### config.mk
export PLATFORM = sky130hd
export DESIGN_NAME = horn_arbiter_sequencer
export DESIGN_NICKNAME = d
export VERILOG_FILES = /design/src/rtl/horn_arbiter_sequencer.sv
export SDC_FILE = /design/constraint.sdc
export NUM_CORES = 1
export LEC_CHECK = 0
export CAP_MARGIN = 0
export CORE_ASPECT_RATIO = 1.25
export CORE_UTILIZATION = 46
export DETAILED_ROUTE_END_ITERATION = 10
export PLACE_DENSITY = 0.66
export SLEW_MARGIN = 15
export SYNTH_ARGS = -nofsm -noshare
export SYNTH_HDL_FRONTEND = slang
export SYNTH_SLANG_ARGS = --single-unit
### constraint.sdc
create_clock -name clk -period 5.53 [get_ports clk]
set_input_delay 1.106 -clock clk [delete_from_list [all_inputs] [get_ports clk]]
set_output_delay 1.106 -clock clk [all_outputs]
set_load 0.05 [all_outputs]
### src/rtl/horn_arbiter_sequencer.sv
`default_nettype none
// ============================================================================
// Module   : horn_arbiter_sequencer
// Brief    : Shares the horn relay between alarm siren, fob panic and
//            lock/unlock chirps with fixed priority and timed patterns.
// Revision : 1.0 - initial release
// ============================================================================
module horn_arbiter_sequencer #(
    parameter int T_CHIRP_ON   = 2,
    parameter int T_CHIRP_GAP  = 2,
    parameter int T_PANIC_HALF = 4,
    parameter int T_PANIC_MAX  = 30,
    parameter int CW           = 5
) (
    input  logic       clk,
    input  logic       rst,
    input  logic       ignition_switch,
    input  logic       alarm_siren,
    input  logic       panic_btn,
    input  logic       lock_req,
    input  logic       unlock_req,
    output logic       horn,
    output logic [1:0] src,
    output logic       busy,
    output logic       panic_active
);

    typedef enum logic [2:0] {
        S_IDLE      = 3'd0,
        S_ALARM     = 3'd1,
        S_PANIC     = 3'd2,
        S_CHIRP_ON  = 3'd3,
        S_CHIRP_GAP = 3'd4
    } state_t;

    localparam logic [CW-1:0] c_on_last    = CW'(T_CHIRP_ON - 1);
    localparam logic [CW-1:0] c_gap_last   = CW'(T_CHIRP_GAP - 1);
    localparam logic [CW-1:0] c_half_last  = CW'(T_PANIC_HALF - 1);
    localparam logic [CW-1:0] c_panic_last = CW'(T_PANIC_MAX - 1);
    localparam logic [CW-1:0] c_timer_max  = '1;
    localparam logic [1:0]    c_src_idle   = 2'd0;
    localparam logic [1:0]    c_src_alarm  = 2'd1;
    localparam logic [1:0]    c_src_panic  = 2'd2;
    localparam logic [1:0]    c_src_chirp  = 2'd3;

    state_t        r_state;
    logic          r_horn;
    logic [1:0]    r_src;
    logic          r_panic_latch;
    logic [1:0]    r_chirp_pending;
    logic [1:0]    r_chirps_left;
    logic [CW-1:0] r_timer;
    logic [CW-1:0] r_half_cnt;

    logic          w_latch_next;
    logic          w_chirp_req;
    logic [1:0]    w_chirp_val;
    logic [CW-1:0] w_timer_inc;

    assign w_latch_next = r_panic_latch ^ panic_btn;
    assign w_chirp_req  = lock_req | unlock_req;
    assign w_chirp_val  = unlock_req ? 2'd2 : 2'd1;
    assign w_timer_inc  = (r_timer == c_timer_max) ? r_timer : r_timer + CW'(1);

    always_ff @(posedge clk or posedge rst) begin
        if (rst) begin
            r_state         <= S_IDLE;
            r_horn          <= 1'b0;
            r_src           <= c_src_idle;
            r_panic_latch   <= 1'b0;
            r_chirp_pending <= 2'd0;
            r_chirps_left   <= 2'd0;
            r_timer         <= '0;
            r_half_cnt      <= '0;
        end else if (alarm_siren) begin
            // Alarm wins from any state and flushes every queued request.
            r_state         <= S_ALARM;
            r_horn          <= 1'b1;
            r_src           <= c_src_alarm;
            r_panic_latch   <= 1'b0;
            r_chirp_pending <= 2'd0;
            r_chirps_left   <= 2'd0;
            r_timer         <= '0;
            r_half_cnt      <= '0;
        end else if (r_state == S_ALARM) begin
            r_state <= S_IDLE;
            r_horn  <= 1'b0;
            r_src   <= c_src_idle;
        end else if (ignition_switch) begin
            r_state         <= S_IDLE;
            r_horn          <= 1'b0;
            r_src           <= c_src_idle;
            r_panic_latch   <= 1'b0;
            r_chirp_pending <= 2'd0;
            r_chirps_left   <= 2'd0;
            r_timer         <= '0;
        end else begin
            r_panic_latch <= w_latch_next;
            if (w_chirp_req && r_state != S_PANIC)
                r_chirp_pending <= w_chirp_val;

            case (r_state)
                S_IDLE: begin
                    if (r_panic_latch) begin
                        r_state    <= S_PANIC;
                        r_horn     <= 1'b1;
                        r_src      <= c_src_panic;
                        r_timer    <= '0;
                        r_half_cnt <= '0;
                    end else if (r_chirp_pending != 2'd0) begin
                        r_state       <= S_CHIRP_ON;
                        r_horn        <= 1'b1;
                        r_src         <= c_src_chirp;
                        r_chirps_left <= r_chirp_pending;
                        r_timer       <= '0;
                        // A request on this very edge becomes the next pending count.
                        if (!w_chirp_req)
                            r_chirp_pending <= 2'd0;
                    end
                end
                S_PANIC: begin
                    if (!w_latch_next || r_timer == c_panic_last) begin
                        r_state       <= S_IDLE;
                        r_horn        <= 1'b0;
                        r_src         <= c_src_idle;
                        r_panic_latch <= 1'b0;
                        r_timer       <= '0;
                    end else begin
                        r_timer <= w_timer_inc;
                        if (r_half_cnt == c_half_last) begin
                            r_half_cnt <= '0;
                            r_horn     <= ~r_horn;
                        end else begin
                            r_half_cnt <= r_half_cnt + CW'(1);
                        end
                    end
                end
                S_CHIRP_ON: begin
                    if (r_timer == c_on_last) begin
                        r_state       <= S_CHIRP_GAP;
                        r_horn        <= 1'b0;
                        r_chirps_left <= r_chirps_left - 2'd1;
                        r_timer       <= '0;
                    end else begin
                        r_timer <= w_timer_inc;
                    end
                end
                S_CHIRP_GAP: begin
                    if (r_timer == c_gap_last) begin
                        r_timer <= '0;
                        if (r_chirps_left != 2'd0) begin
                            r_state <= S_CHIRP_ON;
                            r_horn  <= 1'b1;
                        end else begin
                            r_state <= S_IDLE;
                            r_src   <= c_src_idle;
                        end
                    end else begin
                        r_timer <= w_timer_inc;
                    end
                end
                default: begin
                    r_state <= S_IDLE;
                    r_horn  <= 1'b0;
                    r_src   <= c_src_idle;
                    r_timer <= '0;
                end
            endcase
        end
    end

    assign horn         = r_horn;
    assign src          = r_src;
    assign busy         = (r_state != S_IDLE);
    assign panic_active = (r_state == S_PANIC);

endmodule
`default_nettype wire

[Word-level counts from Yosys, hierarchy flattened]
Cells that the tools add are included.
Operators by class
  add/sub/neg operators: 3
  mux-type cells: 67
  reduce and logical (&&, ||, !) cells: 16
  bitwise operators: 3
  equal/unequal tests: 25
Operator list (count)
  5-bit two-way mux: 14
  2-bit two-way mux: 24
  5-bit inequality test, second input constant: 5
  3-bit two-way mux: 8
  5-bit AND reduction: 4
  4-bit inequality test, second input constant: 4
  1-bit two-way mux: 15
  5-bit case mux with 3 select lines: 1
  3-bit case mux with 4 select lines: 1
  5-bit by 1-bit adder with 5-bit output, second input constant: 2
  5-bit == test, second input constant: 2
  5-bit case mux with 2 select lines: 1
  2-bit case mux with 4 select lines: 1
  3-bit by 2-bit == test with 1-bit output, second input constant: 2
  3-bit inequality test, second input constant: 2
  6-bit by 3-bit inequality test with 1-bit output, second input constant: 1
  6-bit inequality test, second input constant: 1
  3-bit nonzero test: 2
  5-bit by 1-bit == test with 1-bit output, second input constant: 1
  5-bit by 2-bit == test with 1-bit output, second input constant: 1
  5-bit by 3-bit inequality test with 1-bit output, second input constant: 1
  1-bit case mux with 4 select lines: 1
  2-bit case mux with 2 select lines: 1
  4-bit AND reduction: 1
  other kinds (17): 18
Word-level totals
  output and inout port bits: 5
  logic and storage cells: 122
  bits in registers: 21
  bits of input ports: 7

[Logic depth before layout (Yosys ltp)]
Gate-level depths: netlist (run 1).
  word-level depth: 10
  gate-level depth with buffers: 7

[Worst setup path after synthesis (run 1)]
OpenSTA, ideal clock, no wires.
  path kind: in2reg
  from: input alarm_siren
  to: register r_half_cnt[0]
  setup time: 0.083 ns
  arrival: 2.371 ns
  path buffers: 1
  slack: 3.076 ns
  cell stages on the path: 4
  cells stage by stage: clkbuf_1 or3_1 or4_1 o21ai_0
On the way
  cells in the longest elaborated chain, start to end: 2
Ends and longest elaborated chain
  start: declaration: RTL line 18  | input logic alarm_siren,
  3-bit inequality test (no source line), or another cell as far along
  5-bit AND reduction (no source line)
  end signal: assignment: RTL line 134  | r_half_cnt <= r_half_cnt + CW'(1);
  end: declaration: RTL line 53  | logic [CW-1:0] r_half_cnt;
Parallel ways exist; a longest one is shown, timed or not.
A chain may end at the register's enable or synchronous reset.

[Worst setup path in the final report (run 1)]
  from: register r_state[1]
  to: output panic_active
On the way
  cells in the longest elaborated chain, start to end: 1
Ends and longest elaborated chain
  start: declaration: RTL line 46  | state_t r_state;
  start signal: assignment: RTL line 67  | r_state <= S_IDLE;
  start signal: assignment: RTL line 77  | r_state <= S_ALARM;
  start signal: assignment: RTL line 86  | r_state <= S_IDLE;
  3-bit by 2-bit == test with 1-bit output: RTL line 175  | assign panic_active = (r_state == S_PANIC);
  end: declaration: RTL line 25  | output logic panic_active
No other way between the ends.

==> results of run 1 <==
## cell families after synthesis
kind of cell,count (synthesis)
multiplexers,3
adder cells (fa/ha/maj),4
AND/OR/NAND/NOR,71
AO/OA/AOI/OAI,51
flip-flops,21
XOR/XNOR,1
buffers and inverters,13
## worst max path at each step
stage,start,end,depth (start not counted)
after floorplan,alarm_siren,r_half_cnt[0],4
after global placement,r_state[1],panic_active,3
after detailed placement,r_state[1],panic_active,3
after CTS,r_state[1],panic_active,3
after global routing,r_state[1],panic_active,3
final,r_state[1],panic_active,3
## cell usage in the layout, fill, tap and decap left out, types with 3 or more instances in the layout
cell | synthesis | final
a21oi_1 | 11 | 11
and3b_1 | 3 | 3
clkbuf_4 | 0 | 3
clkdlybuf4s50_1 | 0 | 11
dfrtp_1 | 21 | 21
ha_1 | 4 | 4
inv_1 | 7 | 7
mux2_2 | 3 | 3
nand2_1 | 20 | 20
nand2b_1 | 3 | 3
nand3_1 | 6 | 6
nor2_1 | 11 | 11
nor3_1 | 6 | 6
o21ai_0 | 13 | 13
o21bai_1 | 3 | 3
o31ai_1 | 3 | 3
or4_1 | 4 | 4
## registers in the layout, indices dropped and copies added, names as in the netlist
name	flops
r_half_cnt	5
r_timer	5
r_state	3
r_chirp_pending	2
r_chirps_left	2
src	2
horn	1
r_panic_latch	1
## layer usage
metal | track usage | up-vias | share of wire
li1 | - | 635 | -
met1 | 0.283 | 637 | 0.42
met2 | 0.414 | 37 | 0.52
met3 | 0.0286 | 7 | 0.034
met4 | 0.0912 | 0 | 0.022
met5 | 0 | - | 0
## metrics by stage
step | area [sq um] | util
floorplan | 1420 | -
CTS | 1570 | 0.533
detailed placement | 1540 | 0.524
finish | 1570 | 0.533
global placement | 1540 | 0.524
global route | 1570 | 0.533
## worst max-delay path, stage by stage, from the launching register on
cell and delay [ns]:
dfrtp_1 0.67, or3b_1 0.50, inv_1 0.14, clkdlybuf4s50_1 0.81
## layout make-up
class | count | share of cell area
Tap cell | 36 | 0.0287
Multi-Input combinational cell | 130 | 0.533
Sequential cell | 21 | 0.335
Clock buffer | 4 | 0.0167
Timing Repair Buffer | 11 | 0.0701
Inverter | 7 | 0.0167
## power groups by stage
| stage | clock, mW | combinational, mW | sequential (mW) |
|---|---|---|---|
| 2_1_floorplan | 0 | 0.0572 | 0.176 |
| 3_3_place_gp | 0 | 0.0838 | 0.173 |
| 3_5_place_dp | 0 | 0.0859 | 0.174 |
| 4_1_cts | 0.0766 | 0.0865 | 0.171 |
| 5_1_grt | 0.0839 | 0.0958 | 0.172 |
| 6_report | 0.0751 | 0.0867 | 0.171 |
==> summary.txt, run 1 <==
Cells and area
  – Register area: 526 sq um
  – Finished Layout Cells: 209
  – # fillers: 259
  – Layout cell share with drive strength beyond 1: 0.0867
  – Area grow syn2layout: 10.8%
  – Area of the multi-input gates: 837 sq um
  – Layout Nets: 185
  – Number of diodes: 0

Synthesis
  – Syn_nets: 175
  – Post-synthesis sequential area ratio: 0.371
  – Synth unique cells: 50
  – Top cells by area, synth: dfrtp_1 37%, nand2_1 5.3%, o21ai_0 4.6%, a21oi_1 3.9%, ha_1 3.5%
  – XOR/XNOR Fraction of Synth Area: 0.00618
  – Largest family of logic cells by synthesized area: simple AND/OR/NAND/NOR gates
  – Most frequent cells after synthesis: 21 x dfrtp_1, 20 x nand2_1, 13 x o21ai_0, 11 x a21oi_1, 11 x nor2_1
  – Most used DFF post-synth: dfrtp_1
  – Top cell type's share of synthesized area: 0.371
  – FF+latch count, synth: 21
  – Syn_area_per_cell: 8.64 sq um
  – Post-synth ARST share: 1.00
  – Most frequent cell after synthesis: dfrtp_1
  – Mux share of post-synthesis cell area: 0.0238
  – Synth area leader: dfrtp_1
  – YS warnings: 0
  – Mapped Cells: 164
  – Synth Area in Compound Gates: 0.247
  – Post-synth EDFFs: 0
  – Netlist Area Pre-Place: 1420 sq um
  – Post-synthesis adder-cell area fraction: 0.0353
  – Simple-Gate Fraction of Synth Area: 0.278

Timing
  – Period utilization: 0.637
  – Unrepaired setup endpoints after global routing: false
  – Final hold slack: 0.506 ns
  – Final Hold Viols: 0
  – Max-slew headroom: 0.440
  – Slack of the critical path: 2.01 ns
  – Tmin final: 3.52 ns
  – Slew Limit Fails: 0
  – Clock Skews: 0.0155 ns
  – Final TNS setup: 0 ns
  – Least-Margin Pin Slew: 0.839 ns
  – Highest Clock Rate: 284 MHz
  – Setup Viol. Count Final: 0

Detailed routing
  – Antenna viol nets, final: 0
  – DR WL/cell: 16.1 microns
  – DRT Pass-1 Iters: 4
  – Avg Vias per Cell: 6.30
  – Routed WL: 3370 microns
  – Drt first-iter violations: 51
  – # DRC: 0
  – Vias post-DR: 1316

Run
  – Max-cap violations: 0

Clock network
  – Worst-path clk slew: 0.13 ns
  – CTS buffer count: 3
  – Root Driver: clkbuf_4
  – Post-CTS Setup Inserts: 0
  – Clock Tree Buf Depth: 2
  – Post_cts resized: 0
  – CTS Sinks: 21
  – CTS tree: built
  – Clk Latency, worst-skew pair: 0.31 ns
  – Hold buffer count at CTS: 0
  – H-tree levels: 1

Setup path
  – Flop-to-flop setup slack: 3.07 ns
  – CP startpoint kind: flop
  – Worst path required time: 4.42 ns
  – Critical path class: reg2out
  – Worst Path Arrival: 2.42 ns
  – Reg2reg path depth: 7
  – Critical Path End Type: output pin
  – Reg-to-Reg Start: r_timer[1]
  – Crit Reg-Reg Endpoint: r_timer[1]
  – Crit Path Max Fanout: 18

Worst hold path
  – Hold_sp: r_chirps_left[0]
  – Hold Crit Class: reg2reg
  – Hold endpoint: r_chirps_left[0]
  – Hold depth: 1

Place
  – Placed cells: 205
  – Post-DP HPWL: 2520 microns
  – GP Congestion: 0.854
  – IO buf count: 11
  – Setup WS pre-CTS: 2.34 ns

Global route
  – Largest net degree at the start of global routing: 22
  – Vias in the first global route: 1288
  – Grt ovf: 0
  – Total global-route track usage: 0.235
  – First-pass GRT wire length: 5910 microns
  – Initial antenna violation count: 0

Power and ir drop
  – Internal power: 0.221 mW
  – Design Power: 0.333 mW
  – Cell area power density: 212 nW/um^2
  – Peak VDD IR: 0.135 mV
  – Logic pwr share: 0.261
  – Flop pwr share: 0.514
  – Clock Power Share: 0.226
  – Leak: 0.618 nW
  – Sw frac: 0.336
  – Net load switching power: 0.112 mW

Floorplanning
  – Initial Util: 0.481
  – Die Span X: 51.7 microns
  – Num rows: 22
  – Core Area: 2950 sq um
  – Die ar.: 3310 sq um
  – Chip height: 64.1 microns
  – I/O Pins: 12

Outcome
  – Status: complete, no violations
Power figures use the tool's default switching activity.
==> inputs of run 2 (changes only) <==
clock period = 3.43 ns   (was 5.53 ns; I/O delays follow)
==> summary.txt, run 2 (synthesis results as in run 1) <==
Detailed routing
  – DR WL/cell: 15.7 microns (-2.5%)
  – Vias post-DR: 1324 (+0.61%)
  – Antenna viol nets, final: 0 (unchanged)
  – Routed WL: 3310 microns (-1.6%)
  – DRT Pass-1 Iters: 4 (unchanged)
  – Avg Vias per Cell: 6.27 (-0.35%)
  – # DRC: 0 (unchanged)
  – Drt first-iter violations: 36 (-29%)

Power and ir drop
  – Cell area power density: 341 nW/um^2 (+61%)
  – Leak: 0.629 nW (+1.7%)
  – Peak VDD IR: 0.170 mV (+26%)

Cells and area
  – Area grow syn2layout: 11.8%
  – Commonest non-fill, non-tap cell in the layout: dfrtp_1
  – Finished Layout Cells: 211 (+0.96%)
  – Commonest cells after routing, fill and taps aside: 21 x dfrtp_1, 20 x nand2_1, 13 x o21ai_0
  – Layout Nets: 187 (+1.1%)
  – Number of diodes: 0 (unchanged)
  – # fillers: 283 (+9.3%)
  – Regs by FF count: r_half_cnt x5, r_timer x5, r_state x3
  – Layout cell share with drive strength beyond 1: 0.0971 (+0.0104)

Floorplanning
  – Die Span X: 51.7 microns (unchanged)
  – I/O Pins: 12 (unchanged)
  – Num rows: 22 (unchanged)
  – Die ar.: 3310 sq um (unchanged)
  – Core Area: 2950 sq um (unchanged)
  – Chip height: 64.1 microns (unchanged)
  – Initial Util: 0.481 (unchanged)

Outcome
  – Status: complete, no violations

Clock network
  – Post-CTS Setup Inserts: 0 (unchanged)
  – Clk Latency, worst-skew pair: 0.32 ns (about the same)
  – H-tree levels: 1 (unchanged)
  – Clock Tree Buf Depth: 2 (unchanged)
  – Hold buffer count at CTS: 0 (unchanged)
  – CTS tree: built
  – Worst-path clk slew: 0.12 ns (about the same)
  – CTS Sinks: 21 (unchanged)
  – Post_cts resized: 0 (unchanged)
  – CTS buffer count: 3 (unchanged)
  – Root Driver: clkbuf_4

Setup path
  – Worst Path Arrival: 2.34 ns (-0.08 ns)
  – CP startpoint kind: flop
  – Critical path class: reg2out
  – Worst path cell trace: buf_4 > or3b_1 > inv_1 > clkdlybuf4s50_1
  – Worst Path Buf+Inv: 3 (+1)
  – CP peak stage delay: 0.81 ns (about the same)
  – Delay-heaviest family, CP: buffers and inverters
  – Slowest CP cell: clkdlybuf4s50_1
  – Critical Path End Type: output pin
  – Worst path required time: 2.74 ns (-1.68 ns)
  – Crit Path Max Fanout: 16 (-2)

Place
  – IO buf count: 11 (unchanged)
  – GP Congestion: 0.826 (-3.2%)
  – Placed cells: 207 (+0.98%)
  – Post-DP HPWL: 2440 microns (-3.2%)

Timing
  – Least-Margin Pin Slew: 0.795 ns (-0.0442 ns)
  – Final Hold Viols: 0 (unchanged)
  – Max-slew headroom: 0.462 (+0.0226)
  – Setup Viol. Count Final: 0 (unchanged)
  – Tmin final: 3.03 ns
  – Final hold slack: 0.508 ns (+0.00290 ns)
  – Final TNS setup: 0 ns (unchanged)
  – Slew Limit Fails: 0 (unchanged)
  – Unrepaired setup endpoints after global routing: false
  – Highest Clock Rate: 330 MHz
  – Clock Skews: 0.00114 ns (-0.0143 ns)
  – Period utilization: 0.883

Global route
  – Vias in the first global route: 1305 (+1.3%)
  – Largest net degree at the start of global routing: 22 (unchanged)
  – Initial antenna violation count: 0 (unchanged)
  – Grt ovf: 0 (unchanged)
  – First-pass GRT wire length: 5710 microns (-3.4%)
  – Total global-route track usage: 0.230 (-0.00541)

Run
  – Max-cap violations: 0 (unchanged)

Worst hold path
  – Hold Crit Class: reg2reg
[run 2: power breakdown]
part / total, mW / internal (mW) / switching [mW]
registers: 0.272 / 0.258 / 0.0144
logic: 0.143 / 0.0543 / 0.0887
clock network: 0.126 / 0.0456 / 0.0800
[run 2: worst paths after layout]
| check | cells past startpoint | from | end | slack, ns |
|---|---|---|---|---|
| max | 4 | r_state[2] | panic_active | 0.40 |
| min reg2reg | 1 | r_chirps_left[0] | r_chirps_left[0] | 0.51 |
| min in group asynchronous | 2 | rst | r_half_cnt[1] | 0.80 |
| max in group asynchronous | 2 | rst | r_timer[4] | 2.15 |
| max reg2reg | 7 | r_timer[1] | r_timer[1] | 0.99 |
| min | 1 | r_chirps_left[0] | r_chirps_left[0] | 0.51 |
[run 2: routing by layer]
metal | share of wire | vias to the layer above | GRT usage
li1 | - | 640 | -
met1 | 0.43 | 653 | 0.268
met2 | 0.52 | 24 | 0.404
met3 | 0.025 | 7 | 0.0310
met4 | 0.022 | 0 | 0.105
met5 | 0 | - | 0
[run 2: through the flow]
step,setup slack (ns),power (mW),instance area [sq um],utilization
after global routing,0.328,0.569,1590,0.538
after CTS,0.398,0.539,1590,0.538
after global placement,0.769,0.416,1560,0.529
after detailed placement,0.752,0.418,1560,0.529
after floorplan,1.40,0.377,1420,-
final,0.401,0.541,1590,0.538
[run 2: final cells by class]
class                           instances  area [sq um]  area share
Clock buffer                            4          26.3      0.0166
Inverter                                7          26.3      0.0166
Multi-Input combinational cell        130           837       0.528
Sequential cell                        21           526       0.331
Tap cell                               36          45.0      0.0284
Timing Repair Buffer                   13           125      0.0789
==> inputs of run 3 (changes only) <==
SLEW_MARGIN = 20   (was 15)
==> results of run 3 <==
Final layout, timing and power as in run 2 (identical DEF).
